### src/rtl/nl_xbar_allocator.sv
// Per-output round-robin wormhole allocator for an n x n crossbar.
// Each output locks to one input from head to tail flit; select is registered, grant is combinational.
module nl_xbar_allocator #(
  parameter int n = 4
) (
  input  logic                clk,
  input  logic                rst,
  input  logic [n-1:0][n-1:0] req,
  input  logic [n-1:0]        tail,
  input  logic [n-1:0]        out_ready,
  output logic [n-1:0][n-1:0] select,
  output logic [n-1:0]        grant
);
  localparam int w = $clog2(n);
  localparam logic IDLE   = 1'b0;
  localparam logic LOCKED = 1'b1;

  logic [n-1:0]          locked, locked_d;
  logic [n-1:0][w-1:0]   owner, owner_d;
  logic [n-1:0][w-1:0]   ptr, ptr_d;
  logic [n-1:0][n-1:0]   select_d;
  logic [n-1:0]          rel;
  logic [n-1:0][n-1:0]   busy_elsewhere;  // [o][i]: input i holds a lock on some output other than o

  // A flit crosses when the owner still requests and the output can take it.
  always_comb begin
    grant = '0;
    rel   = '0;
    for (int o = 0; o < n; o++) begin
      for (int i = 0; i < n; i++) begin
        if (locked[o] == LOCKED && owner[o] == w'(i) && req[i][o] && out_ready[o]) begin
          grant[i] = 1'b1;
          rel[o]   = tail[i];
        end
      end
    end
  end

  always_comb begin
    busy_elsewhere = '0;
    for (int o = 0; o < n; o++) begin
      for (int p = 0; p < n; p++) begin
        if (p != o && locked[p] == LOCKED) busy_elsewhere[o][owner[p]] = 1'b1;
      end
    end
  end

  // Arbitration runs on idle outputs and on outputs releasing this cycle; the
  // releasing owner sits last in the scan because ptr has moved past it.
  always_comb begin
    int   start;
    int   idx;
    logic found;
    // NOTE: every variable written here gets a default first, so no latch is inferred.
    locked_d = locked;
    owner_d  = owner;
    ptr_d    = ptr;
    select_d = '0;
    start    = 0;
    idx      = 0;
    found    = 1'b0;
    for (int o = 0; o < n; o++) begin
      if (locked[o] == IDLE || rel[o]) begin
        start       = rel[o] ? (int'(owner[o]) + 1) % n : int'(ptr[o]);
        ptr_d[o]    = w'(start);
        locked_d[o] = IDLE;
        // NOTE: blocking assignments in combinational logic so 'found' is seen by later iterations.
        found       = 1'b0;
        for (int k = 0; k < n; k++) begin
          idx = (start + k) % n;
          if (!found && req[idx][o] && !busy_elsewhere[o][idx]) begin
            found       = 1'b1;
            locked_d[o] = LOCKED;
            owner_d[o]  = w'(idx);
          end
        end
      end
      if (locked_d[o] == LOCKED) select_d[o][owner_d[o]] = 1'b1;
    end
  end

  // NOTE: sequential state uses non-blocking assignments; all state is small and fully reset.
  always_ff @(posedge clk or posedge rst) begin
    if (rst) begin
      locked <= '0;
      owner  <= '0;
      ptr    <= '0;
      select <= '0;
    end else begin
      locked <= locked_d;
      owner  <= owner_d;
      ptr    <= ptr_d;
      select <= select_d;
    end
  end

`ifndef SYNTHESIS
  for (genvar gi = 0; gi < n; gi++) begin : g_req_chk
    a_req_onehot0: assert property (@(posedge clk) disable iff (rst) $onehot0(req[gi]));
  end
  for (genvar go = 0; go < n; go++) begin : g_own_chk
    a_owner_holds: assert property (@(posedge clk) disable iff (rst)
      locked[go] |-> req[owner[go]][go]);
  end
`endif
endmodule

### config.mk
export PLATFORM = sky130hd
export DESIGN_NAME = nl_xbar_allocator
export DESIGN_NICKNAME = d
export VERILOG_FILES = /design/src/rtl/nl_xbar_allocator.sv
export SDC_FILE = /design/constraint.sdc
export NUM_CORES = 1
export LEC_CHECK = 0
export CORE_MARGIN = 5
export CORE_UTILIZATION = 50
export DETAILED_ROUTE_END_ITERATION = 8
export PLACE_DENSITY = 0.78
export SETUP_SLACK_MARGIN = 0.05
export SKIP_CTS_REPAIR_TIMING = 1
export SLEW_MARGIN = 25
export SYNTH_ARGS = -nofsm -noshare
export SYNTH_HDL_FRONTEND = slang
export SYNTH_SLANG_ARGS = --single-unit
### constraint.sdc
create_clock -name clk -period 5.9 [get_ports clk]
set_clock_uncertainty 0.15 [all_clocks]
set_input_delay 0.885 -clock clk [delete_from_list [all_inputs] [get_ports clk]]
set_output_delay 0.885 -clock clk [all_outputs]
set_load 0.01 [all_outputs]
Yosys cells after proc, flatten, opt, wreduce, memory -nomap -nowiden --
Cells that the tools add are included.
Storage, ports and cells: flip-flop bits (word level) 36, latch bits 0, bits in writable memories 0, ROM bits 0, input port bits 26, output and inout bits 20, word-level logic and storage cells 465, memories 0
Operators by class: add/sub/neg operators 16, multipliers 0, divide/modulo/power cells 0, magnitude comparators 32, eq/ne operators 12, shift operators 0, muxes and demuxes 221, bitwise operators 31, reduce and logical (&&, ||, !) cells 140
Operators with widths (count):
- 32-bit by 3-bit adder with 32-bit output (second input constant) | 8
- 32-bit by 2-bit adder with 32-bit output (second input constant) | 4
- 4-bit binary-select mux with 2-bit select | 16
- 32-bit 2-to-1 mux | 4
- 1-bit 2-to-1 mux | 120
- 1-bit logical AND | 84
- 4-bit 2-to-1 mux | 21
- 3-bit by 4-bit less-than comparator with 1-bit output (second input constant) | 16
- 2-bit 2-to-1 mux | 28
- 2-bit OR reduction | 20
- 1-bit binary-select mux with 2-bit select | 16
- 1-bit zero test | 28
- 4-bit bitwise OR | 7
- 2-bit by 3-bit less-than comparator with 1-bit output (second input constant) | 8
- 3-bit 2-to-1 mux | 8
- 1-bit AND | 16
- 1-bit demux with 2-bit select | 8
- 2-bit == test (second input constant) | 8
- 2-bit by 1-bit >= comparator with 1-bit output (second input constant) | 8
- 2-bit by 1-bit adder with 2-bit output (second input constant) | 4
- 2-bit by 1-bit == test with 1-bit output (second input constant) | 4
- 2-bit zero test | 4
- 1-bit AND (first input constant) | 4
- 1-bit logical OR | 4
- 1-bit NOT | 4

Longest topological paths before layout --
depth in word-level cells 38, depth in mapped cells 14, depth with buffers taken out 13

Worst setup path after synthesis --
No wires, ideal clock.
path kind input -> register, start input tail[3], end register select[4] (netlist name), setup time 136 ps, arrival 2992 ps, required time 5614 ps, setup slack 2622 ps, stages 11, path through clkbuf_1 -> nand3b_1 -> o311ai_2 -> nor2_1 -> mux2i_2 -> inv_1 -> buf_2 -> or3_1 -> a21oi_1 -> o211ai_1 -> nor3b_1
RTL lines:
- from (decl) | RTL line 9 | input logic [n-1:0] tail,
- to (signal assigned) | RTL line 93 | select <= select_d;
- to (decl) | RTL line 11 | output logic [n-1:0][n-1:0] select,

==> Implementation_results.wiki <==
{| class="wikitable"
! Metric !! Value
|-
| Number of global-route vias before repair || 3829
|-
| Share of the synthesized area in the top cell type || 23.52%
|-
| Fraction of the core area covered by cells at the end of the flow || 58.03%
|-
| Number of iterations in the first detailed-routing pass || 5
|-
| Crit-path max cell delay || 0.51 ns
|-
| Net switching power figure || 1296 µW
|-
| Top cell family by delay on the critical path || compound AO/OA/AOI/OAI gates
|-
| Avg Synthesized Cell Area || 8.114 µm²
|-
| Cell with the biggest individual delay on the critical path || sky130_fd_sc_hd__clkdlybuf4s50_1
|-
| Buffers & Inverters on Critical Path || 2
|-
| Post-route fraction of the period consumed by the critical path || 66.51%
|-
| Layout net count || 547
|-
| Series of cell instances along the critical path || clkdlybuf4s50_1 > and2_1 > o311ai_2 > or3b_1 > and2_1 > inv_2 > a2111oi_0 > a311oi_1 > o311ai_2 > nand2_1 > nor2_1
|-
| Setup repair after global routing missed its margin || false
|-
| Crit. End Element || register
|-
| Maximum fanout count along the critical path || 11
|-
| Top-level I/O count || 46
|-
| Area fraction in and, or, nand and nor cells after synthesis || 30.45%
|-
| Setup TNS || 0 ns
|-
| Part of the Yosys area used for sequential elements || 23.52%
|-
| Number of library cell types mapped by synthesis || 91
|-
| Post-detailed-routing wire length || 11.30 mm
|-
| Result of the run || finished clean
|-
| Flop and latch count out of synthesis || 36
|-
| Starting DRC count in detailed routing || 377
|-
| Worst Setup Slack post-DPL || 1.769 ns
|-
| Largest family of logic cells by synthesized area || compound AO/OA/AOI/OAI gates
|-
| Antenna cell count || 0
|-
| # setup viols final || 0
|-
| Count of warnings emitted by yosys || 0
|-
| Top flip-flop cell by instance count after synthesis || sky130_fd_sc_hd__dfrtp_1
|-
| Area inside the core boundary || 7607 µm²
|-
| CP Data Required Time || 5.97 ns
|-
| EDFF count, synth || 0
|-
| Overall via count from detail_route || 4138
|-
| Share of the synthesized area in compound gates (AO/OA/AOI/OAI) || 32.24%
|-
| HP Class || register to register
|-
| Num rows || 32
|-
| Data arrival time of the critical path || 3.99 ns
|-
| Leakage power || 0.001741 µW
|-
| Detailed placer's ending HPWL || 8.673 mm
|-
| Slew HR || 52.58%
|-
| Initial antenna violation count || 0
|-
| Largest area contributor in the netlist || sky130_fd_sc_hd__dfrtp_1
|-
| Die Ht || 97.52 µm
|-
| Cell Pwr Density || 550.5 nW/µm²
|-
| Clock Root Buffer || sky130_fd_sc_hd__clkbuf_8
|-
| Ratio of cells with drive above 1 in the final layout || 9.881%
|-
| Area growth, synth to finish || 15.26%
|-
| Synth cell count leaders || sky130_fd_sc_hd__nand2_1, sky130_fd_sc_hd__dfrtp_1, sky130_fd_sc_hd__nand3_1, sky130_fd_sc_hd__nor2_1, sky130_fd_sc_hd__o21ai_0
|-
| Xor/xnor share of the synthesized area || 0.6861%
|-
| H-Tree Depth || 2
|-
| Antenna violation net count after detailed routing || 0
|-
| Global placer's final weighted congestion || 1.013
|-
| Starting utilization of the core area || 50.35%
|-
| Clock slew seen by the registers of the worst setup and hold paths || 0.08 ns
|-
| Number of max-cap violations || 0
|-
| Cell types with the largest area share after synthesis || sky130_fd_sc_hd__dfrtp_1, sky130_fd_sc_hd__ha_1, sky130_fd_sc_hd__nand2_1
|-
| Number of cells in the design after placement || 600
|-
| GRT overflow || 0
|-
| Overall die area || 9510 µm²
|-
| Startpoint class of the critical path || primary input
|-
| Cell area after technology mapping || 3830 µm²
|-
| Part of the power in the clock network || 7.8%
|-
| Reg2Reg Setup Slack || 2.37 ns
|-
| CTS tree || built
|-
| Share of flip-flops with an asynchronous set or reset after synthesis || 100.0%
|-
| Post-synthesis adder-cell area fraction || 5.227%
|-
| Final design instance area without fill || 4414 µm²
|-
| Max frequency || 254.8 MHz
|-
| Cts bufs inserted || 5
|-
| Overall fraction of global-route tracks in use || 23.64%
|-
| Smallest setup slack after layout || 1.976 ns
|-
| Clock sinks || 36
|-
| Portion of total power attributed to combinational logic || 73.4%
|-
| Pins over their slew limit || 0
|-
| Clock network latency to the later pin of the worst-skew pair || 0.29 ns
|-
| Global-route wire length before repair || 19.03 mm
|-
| Switching share of power || 53.33%
|-
| Count of fill cells added during filler insertion || 709
|-
| Total DRC errors in the routed layout || 0
|-
| Transition time at the pin with the least slew margin || 0.7024 ns
|-
| Critical path class || primary input to register
|-
| Clock period minus worst slack || 3.924 ns
|-
| Detailed-route wire length per cell || 18.59 µm
|-
| Number of failing hold endpoints at the final stage || 0
|-
| Post-synthesis mux area share || 2.744%
|-
| Die width || 97.52 µm
|-
| Count leader, synth || sky130_fd_sc_hd__nand2_1
|-
| Sequential cell fraction of total power || 18.8%
|-
| Worst voltage drop across the vdd grid || 0.2529 mV
|-
| Count of port buffers added during placement || 45
|-
| Via-per-instance ratio || 6.806
|-
| Area after DPL || 4324 µm²
|-
| Maximum number of pins on one net before global-route repair || 37
|-
| Maximum buffer depth of the clock tree || 2
|-
| Instance count of the mapped netlist || 472
|-
| Number of non-filler instances in the completed layout || 608
|-
| Mapped Nets || 514
|-
| Internal cell power || 1134 µW
|}
-- stage by stage --
step	power, µW	hold slack (ns)
after detailed placement	2195	0.5641
after global routing	2630	0.6210
after global placement	2186	0.5368
after floorplan	1770	0.4741
after CTS	2394	0.5748
final	2430	0.5764
-- worst register-to-register path: cells and delay by family, from the launching register on --
family | cells | cell delay (ns)
AOI/OAI and AO/OA | 5 | 1.53
adders and majority gates | 1 | 0.24
buffers and inverters | 2 | 0.27
DFF | 1 | 0.45
and+or+nand+nor | 4 | 0.82
-- area by class of cell --
cell class / instances / area (µm²) / area share, %
tap: 102 / 127.6 / 2.891
timing repair buffer: 46 / 457.9 / 10.37
multi-input combinational: 388 / 2733 / 61.90
inverter: 28 / 105.1 / 2.381
clock buffer: 8 / 90.09 / 2.041
sequential: 36 / 900.9 / 20.41
-- power groups by stage --
stage               clock [µW]  combinational (µW)  sequential, µW
floorplan                    0                1350             421
finish                     190                1780             457
global placement             0                1730             456
CTS                        193                1750             455
global route               205                1950             474
detailed placement           0                1740             458
-- flip-flops by register name, indices dropped and copies added, names as in the netlist --
name    flops
owner       8
locked      4
select     16
ptr         8
-- cell families after synthesis --
| kind of cell | count (synthesis) |
|---|---|
| xor gates and xnor gates | 3 |
| muxes | 10 |
| buffers and inverters | 48 |
| and+or+nand+nor | 212 |
| DFF | 36 |
| adders and majority gates | 16 |
| AOI/OAI and AO/OA | 147 |
-- layer usage --
| metal | wire (µm) | vias to the layer above | track usage [%] |
|---|---|---|---|
| li1 | - | 1913 | - |
| met1 | 4767 | 1934 | 32.67 |
| met2 | 5162 | 261 | 37.16 |
| met3 | 1089 | 30 | 4.307 |
| met4 | 285 | 0 | 7.881 |
| met5 | 0 | - | 0 |
-- worst paths after layout --
path	startpoint	to	depth (start not counted)
min reg2reg	ptr[4]$_DFFE_PP0N_	ptr[4]$_DFFE_PP0N_	3
max in group asynchronous	rst	owner[1]$_DFF_PP0_	3
min	ptr[4]$_DFFE_PP0N_	ptr[4]$_DFFE_PP0N_	3
max reg2reg	owner[3]$_DFF_PP0_	select[7]$_DFF_PP0_	12
max	req[13]	select[7]$_DFF_PP0_	11
min in group asynchronous	rst	select[9]$_DFF_PP0_	3
-- cells in the final DEF, fill, tap and decap left out, types with 4 or more instances in the layout --
master and instances:
sky130_fd_sc_hd__nand2_1 49, sky130_fd_sc_hd__a21oi_1 22, sky130_fd_sc_hd__nand4_1 15, sky130_fd_sc_hd__o21ai_0 24
sky130_fd_sc_hd__o211ai_1 6, sky130_fd_sc_hd__o2111ai_1 4, sky130_fd_sc_hd__mux2i_1 8, sky130_fd_sc_hd__a2111oi_0 4
sky130_fd_sc_hd__nor3_1 21, sky130_fd_sc_hd__nor3b_1 5, sky130_fd_sc_hd__nor4_1 5, sky130_fd_sc_hd__nor2_1 26
sky130_fd_sc_hd__and4_1 13, sky130_fd_sc_hd__a211oi_1 7, sky130_fd_sc_hd__o21a_1 4, sky130_fd_sc_hd__clkdlybuf4s50_1 45
sky130_fd_sc_hd__and3_1 13, sky130_fd_sc_hd__a221oi_1 6, sky130_fd_sc_hd__a22oi_1 4, sky130_fd_sc_hd__a211o_1 4
sky130_fd_sc_hd__clkbuf_8 6, sky130_fd_sc_hd__and2_1 10, sky130_fd_sc_hd__or3_1 4, sky130_fd_sc_hd__dfrtp_1 36
sky130_fd_sc_hd__inv_1 21, sky130_fd_sc_hd__o211a_1 4, sky130_fd_sc_hd__nand3_1 31, sky130_fd_sc_hd__ha_1 16
sky130_fd_sc_hd__inv_2 7
No activity file was read; power rests on OpenSTA's default activity.
